**src/rtl/testbasic1_window_source.sv**
```systemverilog
// Window-sum producer stage: accumulates WINDOW signed samples from a_in and
// offers each sum on b_out using the sync/notify handshake on both sides.
module testbasic1_window_source #(
    parameter int WINDOW = 4,
    parameter int CNT_W  = 16
) (
    input  logic              clk,
    input  logic              rst,
    input  logic [31:0]       a_in,
    input  logic              a_in_sync,
    output logic              a_in_notify,
    output logic [31:0]       b_out,
    input  logic              b_out_sync,
    output logic              b_out_notify,
    output logic [CNT_W-1:0]  frame_count
);

    typedef enum logic {
        SECTION_READ,
        SECTION_WRITE
    } section_t;

    localparam logic [15:0] LAST_IDX = 16'(WINDOW - 1);

    section_t    section;
    logic [31:0] acc;
    logic [15:0] cnt;

    // Two's-complement addition is sign-agnostic, so plain vectors suffice;
    // sums wrap modulo 2^32 by construction.
    // NOTE: all state uses non-blocking assignments so every register samples
    // the pre-edge values of the others, exactly like the hardware does.
    always_ff @(posedge clk or negedge rst) begin
        if (!rst) begin
            section      <= SECTION_READ;
            acc          <= '0;
            cnt          <= '0;
            b_out        <= '0;
            b_out_notify <= 1'b0;
            a_in_notify  <= 1'b1;
            frame_count  <= '0;
        end else begin
            case (section)
                SECTION_READ: begin
                    if (a_in_notify && a_in_sync) begin
                        if (cnt == LAST_IDX) begin
                            b_out        <= acc + a_in;
                            acc          <= '0;
                            cnt          <= '0;
                            a_in_notify  <= 1'b0;
                            b_out_notify <= 1'b1;
                            section      <= SECTION_WRITE;
                        end else begin
                            acc <= acc + a_in;
                            cnt <= cnt + 16'd1;
                        end
                    end
                end
                SECTION_WRITE: begin
                    // b_out is held and a_in ignored until downstream takes it
                    if (b_out_notify && b_out_sync) begin
                        b_out_notify <= 1'b0;
                        a_in_notify  <= 1'b1;
                        frame_count  <= frame_count + 1'b1;
                        section      <= SECTION_READ;
                    end
                end
                default: section <= SECTION_READ;
            endcase
        end
    end

endmodule

```
**config.mk**
```make
export PLATFORM = sky130hd
export DESIGN_NAME = testbasic1_window_source
export DESIGN_NICKNAME = d
export VERILOG_FILES = /design/src/rtl/testbasic1_window_source.sv
export SDC_FILE = /design/constraint.sdc
export NUM_CORES = 1
export LEC_CHECK = 0
export ABC_CLOCK_PERIOD_IN_PS = 3800
export BUFFER_PORTS_ARGS = -buffer_cell sky130_fd_sc_hd__buf_4
export CELL_PAD_IN_SITES_DETAIL_PLACEMENT = 0
export CELL_PAD_IN_SITES_GLOBAL_PLACEMENT = 1
export CORE_ASPECT_RATIO = 1.5
export CORE_MARGIN = 5
export CORE_UTILIZATION = 48
export DETAILED_ROUTE_END_ITERATION = 6
export HOLD_SLACK_MARGIN = 0.05
export PLACE_DENSITY_LB_ADDON = 0.1
export SYNTH_ARGS = -nofsm -noshare
export SYNTH_HDL_FRONTEND = slang
export SYNTH_SLANG_ARGS = --single-unit
export TNS_END_PERCENT = 1
```
**constraint.sdc**
```tcl
create_clock -name clk -period 3.8 [get_ports clk]
set_input_delay 0.76 -clock clk [delete_from_list [all_inputs] [get_ports clk]]
set_output_delay 0.76 -clock clk [all_outputs]
set_load 0.05 [all_outputs]
```
Yosys cells after proc, flatten, opt, wreduce, memory -nomap -nowiden
Cells that the tools add are included.

Bits of input ports: 36. Output and inout bits: 50. Register bits: 99.

Reductions and logical operators: 6. Bitwise operators: 1. Equal/unequal tests: 4. Add/sub/neg operators: 3. Multiplexer cells: 14.

Operators by type and width (number): $add A16 B1 Y16 const B (2); $add A32 B32 Y32 (1); $mux W32 (1); $eq A16 B2 Y1 const B (1); $mux W16 (1); $mux W1 (9); $pmux W1 S2 (3); $reduce_and A3 Y1 (2); $ne A2 B2 Y1 const B (2); $reduce_and A2 Y1 (2); $logic_and A1 B1 Y1 (2); $ne A2 B1 Y1 const B (1); $not A1 Y1 (1).

Longest topological paths before layout
Gate-level depths: netlist of the first run.

Word-level depth: 4. Gate-level depth with buffers: 10. Mapped depth without buffers: 10.

Least setup slack after synthesis of the first run
OpenSTA, ideal clock, no wires.

Path kind: input to register. From: input port a_in[0]. To: register acc[18]. Library setup time: 122 ps. Arrival time: 2807 ps. Stages: 10. Slack: 871 ps. Buffers on the path: 0. Cells stage by stage: ha_1 fa_1 a21oi_1 o211ai_1 nand4_1 a21oi_1 o2111ai_1 a21boi_0 or3_1 a32o_1.

Word-level cells in the longest chain between the ends: 2.

Ends and longest elaborated chain: from (decl) (line 9) `input logic [31:0] a_in,`; $add A32 B32 Y32 (line 54) `acc <= acc + a_in;`; $mux W32 (line 46) `if (cnt == LAST_IDX) begin`; to (signal assigned) (line 54); to (decl) (line 26) `logic [31:0] acc;`.

Every way passes these cells. A chain may end at the register's enable or synchronous reset.

Worst setup path after layout of the first run
From: input port a_in[0]. To: register b_out[20].

Word-level cells in the longest chain between the ends: 1.

Ends and longest elaborated chain: $add A32 B32 Y32 (line 47) `b_out <= acc + a_in;`; to (signal assigned) (line 47); to (decl) (line 12) `output logic [31:0] b_out,`.

Every way passes these cells.

==> results of run 1 <==
-- flip-flops by register name, summed over array words and instances (netlist names) --
| signal | flops |
|---|---|
| acc | 32 |
| b_out | 32 |
| cnt | 16 |
| frame_count | 16 |
| a_in_notify | 1 |
| b_out_notify | 1 |
| section | 1 |
-- kinds of logic after synthesis --
family	Yosys count
XOR/XNOR	59
AO/OA/AOI/OAI	143
flip-flops	99
adder cells (fa/ha/maj)	34
AND/OR/NAND/NOR	162
buffers and inverters	29
multiplexers	24
-- through the flow --
stage,total power [mW],area [um^2],worst slack [ps]
final,2.09,6680,755
after global routing,2.17,6680,637
after CTS,2.11,6680,773
after detailed placement,1.21,6400,426
after global placement,1.21,6400,465
after floorplan,1.14,5620,871
-- synth_stat cells, types with 3 or more instances --
cell      count
a21boi_0      4
a21o_1       22
a21oi_1      33
a22o_1       21
a31oi_1       4
and3_1        9
and4_1        4
clkbuf_1     19
dfrtp_1      98
ha_1         33
inv_1         6
mux2_2       23
nand2_1      57
nand3_1      23
nand4_1      15
nor2_1       29
nor2b_1       4
nor3_1        5
nor4_1        3
o211ai_1      4
o21a_1        4
o21ai_0      22
o21bai_1      3
o31ai_1       5
xnor2_1      39
xor2_1       20
-- layout make-up --
| class | count | area [um^2] | area share, % |
|---|---|---|---|
| flip-flops and latches | 99 | 2480 | 37.1 |
| clock inverters | 6 | 55.1 | 0.824 |
| multi-input cells | 422 | 3030 | 45.3 |
| well taps | 150 | 188 | 2.81 |
| inverters | 6 | 22.5 | 0.337 |
| clock buffers | 10 | 229 | 3.43 |
| repair buffers | 91 | 683 | 10.2 |
-- path summary, 6_finish.rpt --
path | cells past startpoint | start | slack, ps | endpoint
setup / recovery | 11 | a_in[0] | 760 | b_out[20]
hold / removal | 1 | rst | 420 | frame_count[5]
setup reg to reg | 10 | acc[0] | 900 | b_out[20]
hold reg to reg | 1 | frame_count[15] | 480 | frame_count[15]
max in group asynchronous | 2 | rst | 2560 | acc[31]
min in group clk | 1 | frame_count[15] | 480 | frame_count[15]
-- metal layers --
metal	vias up	GRT usage (%)
met5	-	0
met4	0	5.04
met1	2175	24.4
li1	2178	-
met3	11	3.92
met2	89	36.9
-- report_power, final --
| group | total (mW) | switching, mW | internal, mW |
|---|---|---|---|
| registers | 1.05 | 0 | 1.05 |
| clock network | 0.902 | 0.443 | 0.459 |
| logic | 0.131 | 0.0781 | 0.0526 |
==> results.py, run 1 <==
metrics = {
    "synthesis": {
        "yosysTopAreaCellShare_pct": 43.6,
        "yosysWarnings": 0,
        "synthAdderAreaFrac_pct": 7.70,
        "synthCells": 550,
        "synth.largest_area_cell": "dfrtp_1",
        "synth_ff_type": "dfrtp_1",
        "synth_simple_gate_area_share_pct": 14.0,
        "synth_xor_area_share_pct": 9.19,
        "synth_top_family_by_area": "compound AO/OA/AOI/OAI gates",
        "async_flop_share_pct": 100,
        "synth_compound_area_share_pct": 18.1,
        "synth_cell_type_count": 60,
        "synth_edf_count": 0,
        "synth_mux_area_share_pct": 4.81,
        "netlist_top_cells_area": "dfrtp_1, ha_1, xnor2_1",
        "synth.cell_area_mm2": 0.00562,
        "synth_nets": 620,
        "ys_ff_latch": 99,
        "synth-seq-area-share_pct": 44.1,
        "syn_area_per_cell_um2": 10.2,
    },
    "floorplanning": {
        "die-area_mm2": 0.0140,
        "num_rows": 48,
        "die_x_um": 98.4,
        "core_area_mm2": 0.0115,
        "die_h_um": 143,
        "ios": 86,
        "start_util_pct": 49.0,
    },
    "cells_and_area": {
        "final_util_pct": 58.3,
        "layout-area-overhead-vs-synth_pct": 18.9,
        "fin_nets": 699,
        "fin_cells": 784,
        "drive_gt1_share_pct": 22.4,
        "diodes": 0,
        "final_cell_mix": "dfrtp_1, buf_4, nand2_1",
        "final_common_cell": "dfrtp_1",
        "fillCellCount": 1034,
    },
    "job": {
        "max_cap_viol_count": 0,
    },
    "clock_tree": {
        "cts_buffer_depth": 2,
        "htreeDepth": 3,
        "root_buffer": "clkbuf_16",
        "cts_sinks": 99,
        "clk_latency_ps": 350,
        "hold_buffers": 0,
        "post_cts_resized": 0,
        "cts-buffers-inserted": 9,
        "cts_tree": "done",
        "clkTransAtPathRegs_ps": 80,
        "post_cts_buffers": 0,
    },
    "hold_path": {
        "hp-class": "input pin to asynchronous set/reset pin",
    },
    "timing": {
        "max_freq_mhz": 328,
        "worst_clock_skew_ps": 7.93,
        "worst_slew_pin_slew_ps": 943,
        "period_needed_ps": 3040,
        "hold_slack_ps": 416,
        "relSlewSlack_pct": 37.2,
        "drv_slew": 0,
        "finalCritPeriodShare_pct": 80.1,
        "rsz0062_at_grt": "false",
        "final.setup.tns_ps": 0,
        "setup_viol": 0,
        "hold_viol": 0,
    },
    "detailed_routing": {
        "detail-route-antenna-nets": 0,
        "first_pass_iters": 4,
        "drc": 0,
        "vias": 4453,
        "wl_met1_um": 5690,
        "routed.top_layer": "met4",
        "avgRoutedWirePerCell_um": 17.5,
        "dr.first_iter.drc_count": 162,
        "finalWirelength_um": 13700,
        "route.met2.wl_um": 7350,
        "wl_met3_um": 548,
        "viasPerCell": 5.68,
    },
    "worst_setup_path": {
        "path_max_fanout": 4,
        "worst-path-buf-inv": 1,
        "crit_chain": "buf_4 -> ha_1 -> fa_1 -> a21oi_1 -> o211ai_1 -> nand4_1 -> a21oi_1 -> nor3_1 -> o31ai_1 -> xor2_1 -> mux2_2",
        "cp-end-kind": "register",
        "worstPathArrival_ps": 3280,
        "cpPeakStageDelay_ps": 420,
        "critical_path_class": "input pin to register",
        "required_ps": 4030,
        "slowest_stage": "fa_1",
        "start_kind": "input pin",
        "crit_family": "compound AO/OA/AOI/OAI gates",
        "cp_common_cell": "a21oi_1",
    },
    "place": {
        "placed_cells": 768,
        "gp_congestion": 0.883,
        "numPortBuffers": 85,
        "dp_hpwl_um": 10300,
    },
    "pwr": {
        "p_leak_nw": 3.45,
        "p_per_area_mw_per_mm2": 312,
        "ir_drop_v": 0.000196,
    },
    "grt": {
        "grt_max_degree": 49,
        "antenna_found_initial": 0,
        "grt_overflow": 0,
        "grt_pass1_vias": 4569,
        "grtUsageTotal_pct": 20.2,
        "grt_first_pass_wirelength_um": 22900,
    },
    "outcome": {
        "status": "finished, final reports clean",
    },
}
(Power assumes the default switching activity.)
==> run 2: changes to the inputs <==
--- a/config.mk
+++ b/config.mk
@@ -5,13 +5,13 @@
 export SDC_FILE = /design/constraint.sdc
 export NUM_CORES = 1
 export LEC_CHECK = 0
-export ABC_CLOCK_PERIOD_IN_PS = 3800
+export ABC_CLOCK_PERIOD_IN_PS = 2900
 export BUFFER_PORTS_ARGS = -buffer_cell sky130_fd_sc_hd__buf_4
 export CELL_PAD_IN_SITES_DETAIL_PLACEMENT = 0
 export CELL_PAD_IN_SITES_GLOBAL_PLACEMENT = 1
 export CORE_ASPECT_RATIO = 1.5
 export CORE_MARGIN = 5
-export CORE_UTILIZATION = 48
+export CORE_UTILIZATION = 45
 export DETAILED_ROUTE_END_ITERATION = 6
 export HOLD_SLACK_MARGIN = 0.05
 export PLACE_DENSITY_LB_ADDON = 0.1
==> constraint.sdc (replaced) <==
create_clock -name clk -period 2.9 [get_ports clk]
set_input_delay 0.58 -clock clk [delete_from_list [all_inputs] [get_ports clk]]
set_output_delay 0.58 -clock clk [all_outputs]
set_load 0.05 [all_outputs]
==> results.py, run 2 (synthesized netlist as in run 1, its figures left out) <==
metrics = {
    "grt": {
        "grtUsageTotal_pct": 19.5,
        "grt_overflow": 0,
        "grt_first_pass_wirelength_um": 23200,
        "antenna_found_initial": 0,
        "grt_pass1_vias": 4817,
        "grt_max_degree": 52,
    },
    "timing": {
        "worst_slew_pin_slew_ps": 657,
        "period_needed_ps": 2740,
        "relSlewSlack_pct": 56.2,
        "rsz0062_at_grt": "false",
        "hold_viol": 0,
        "worst_clock_skew_ps": 7.45,
        "drv_slew": 0,
        "max_freq_mhz": 365,
        "setup_viol": 0,
        "finalCritPeriodShare_pct": 94.4,
    },
    "detailed_routing": {
        "dr.first_iter.drc_count": 111,
        "drc": 0,
        "finalWirelength_um": 14100,
        "vias": 4555,
        "detail-route-antenna-nets": 0,
        "first_pass_iters": 5,
        "viasPerCell": 5.48,
        "avgRoutedWirePerCell_um": 16.9,
    },
    "cells_and_area": {
        "fin_nets": 740,
        "drive_gt1_share_pct": 27.3,
        "layout-area-overhead-vs-synth_pct": 24.8,
        "final_cell_mix": "buf_4, dfrtp_1, nand2_1",
        "largestRegisters": "acc (32), b_out (32)",
        "fin_cells": 831,
        "diodes": 0,
        "final_common_cell": "buf_4",
    },
    "floorplanning": {
        "die_h_um": 147,
        "ios": 86,
        "start_util_pct": 45.4,
        "die-area_mm2": 0.0149,
        "core_area_mm2": 0.0124,
        "num_rows": 50,
        "die_x_um": 101,
    },
    "clock_tree": {
        "post_cts_buffers": 0,
        "htreeDepth": 3,
        "root_buffer": "clkbuf_16",
        "cts_buffer_depth": 2,
        "clk_latency_ps": 340,
        "cts-buffers-inserted": 9,
        "hold_buffers": 0,
        "cts_sinks": 99,
        "cts_tree": "done",
        "clkTransAtPathRegs_ps": 70,
        "post_cts_resized": 0,
    },
    "pwr": {
        "intPower_mw": 2.06,
        "pwr-share-seq_pct": 50.4,
        "p_per_area_mw_per_mm2": 390,
        "switching_share_pct": 24.6,
        "power.total_mw": 2.74,
        "ir_drop_v": 0.000382,
        "switchingPower_uw": 673,
        "pwr-share-clk_pct": 42.4,
        "power_frac_comb_pct": 7.2,
        "p_leak_nw": 3.65,
    },
    "job": {
        "max_cap_viol_count": 0,
    },
    "outcome": {
        "status": "finished, final reports clean",
    },
    "worst_setup_path": {
        "required_ps": 3110,
        "worstPathArrival_ps": 2950,
        "critical_path_class": "register to register",
        "path_max_fanout": 3,
        "cp-end-kind": "register",
        "start_kind": "register",
    },
    "place": {
        "numPortBuffers": 85,
        "dp_hpwl_um": 10800,
        "gp_congestion": 0.922,
        "placed_cells": 815,
    },
    "hold_path": {
        "hp-class": "input pin to asynchronous set/reset pin",
    },
}
-- run 2: final timing paths --
check                                 from         endpoint  slack [ps]  cells past startpoint
min reg2reg                frame_count[15]  frame_count[15]         470                      1
min                                    rst   frame_count[8]         260                      1
max reg2reg                         acc[4]          acc[31]         160                     10
max                                 acc[4]          acc[31]         160                     10
min in group clk           frame_count[15]  frame_count[15]         470                      1
max in group asynchronous              rst      a_in_notify        1920                      2
-- run 2: layout make-up --
| class | instances | area (um^2) |
|---|---|---|
| Multi-Input combinational cell | 422 | 3030 |
| Tap cell | 156 | 195 |
| Clock buffer | 9 | 225 |
| Sequential cell | 99 | 2480 |
| Clock inverter | 7 | 61.3 |
| Inverter | 6 | 22.5 |
| Timing Repair Buffer | 132 | 1000 |
| Fill cell | 1139 | 5370 |
-- run 2: worst max-delay path: stages, from the launching register on --
cell	delay (ps)
dfrtp_1	390
ha_1	320
nand2_1	80
o31a_1	340
o21a_1	220
o311ai_1	410
buf_4	190
nand4_1	150
and3_2	230
o211ai_2	170
o311ai_2	120
-- run 2: power by group through the flow --
| stage | registers, mW | logic [mW] | clock network, mW |
|---|---|---|---|
| 6_report | 1.38 | 0.196 | 1.16 |
| 3_3_place_gp | 1.41 | 0.197 | 0 |
| 4_1_cts | 1.38 | 0.199 | 1.19 |
| 5_1_grt | 1.38 | 0.219 | 1.25 |
| 3_5_place_dp | 1.41 | 0.198 | 0 |
| 2_1_floorplan | 1.41 | 0.0830 | 0 |
-- run 2: layer usage --
metal | up-vias | track usage, % | wire length, um
li1 | 2240 | - | -
met1 | 2208 | 23.2 | 5910
met2 | 88 | 35.0 | 7390
met3 | 19 | 2.90 | 440
met4 | 0 | 6.92 | 345
met5 | - | 0 | 0
-- run 2: through the flow --
step / utilization, % / setup WS [ps] / area, um^2 / hold WS [ps] / TNS, ps
3_3_place_gp: 54.3 / -127 / 6730 / 462 / -712
6_report: 56.6 / 162 / 7010 / 255 / 0
5_1_grt: 56.6 / 5.65 / 7010 / 300 / 0
3_5_place_dp: 54.3 / -132 / 6730 / 469 / -927
2_1_floorplan: - / 151 / 5620 / 284 / 0
4_1_cts: 56.6 / 146 / 7010 / 277 / 0
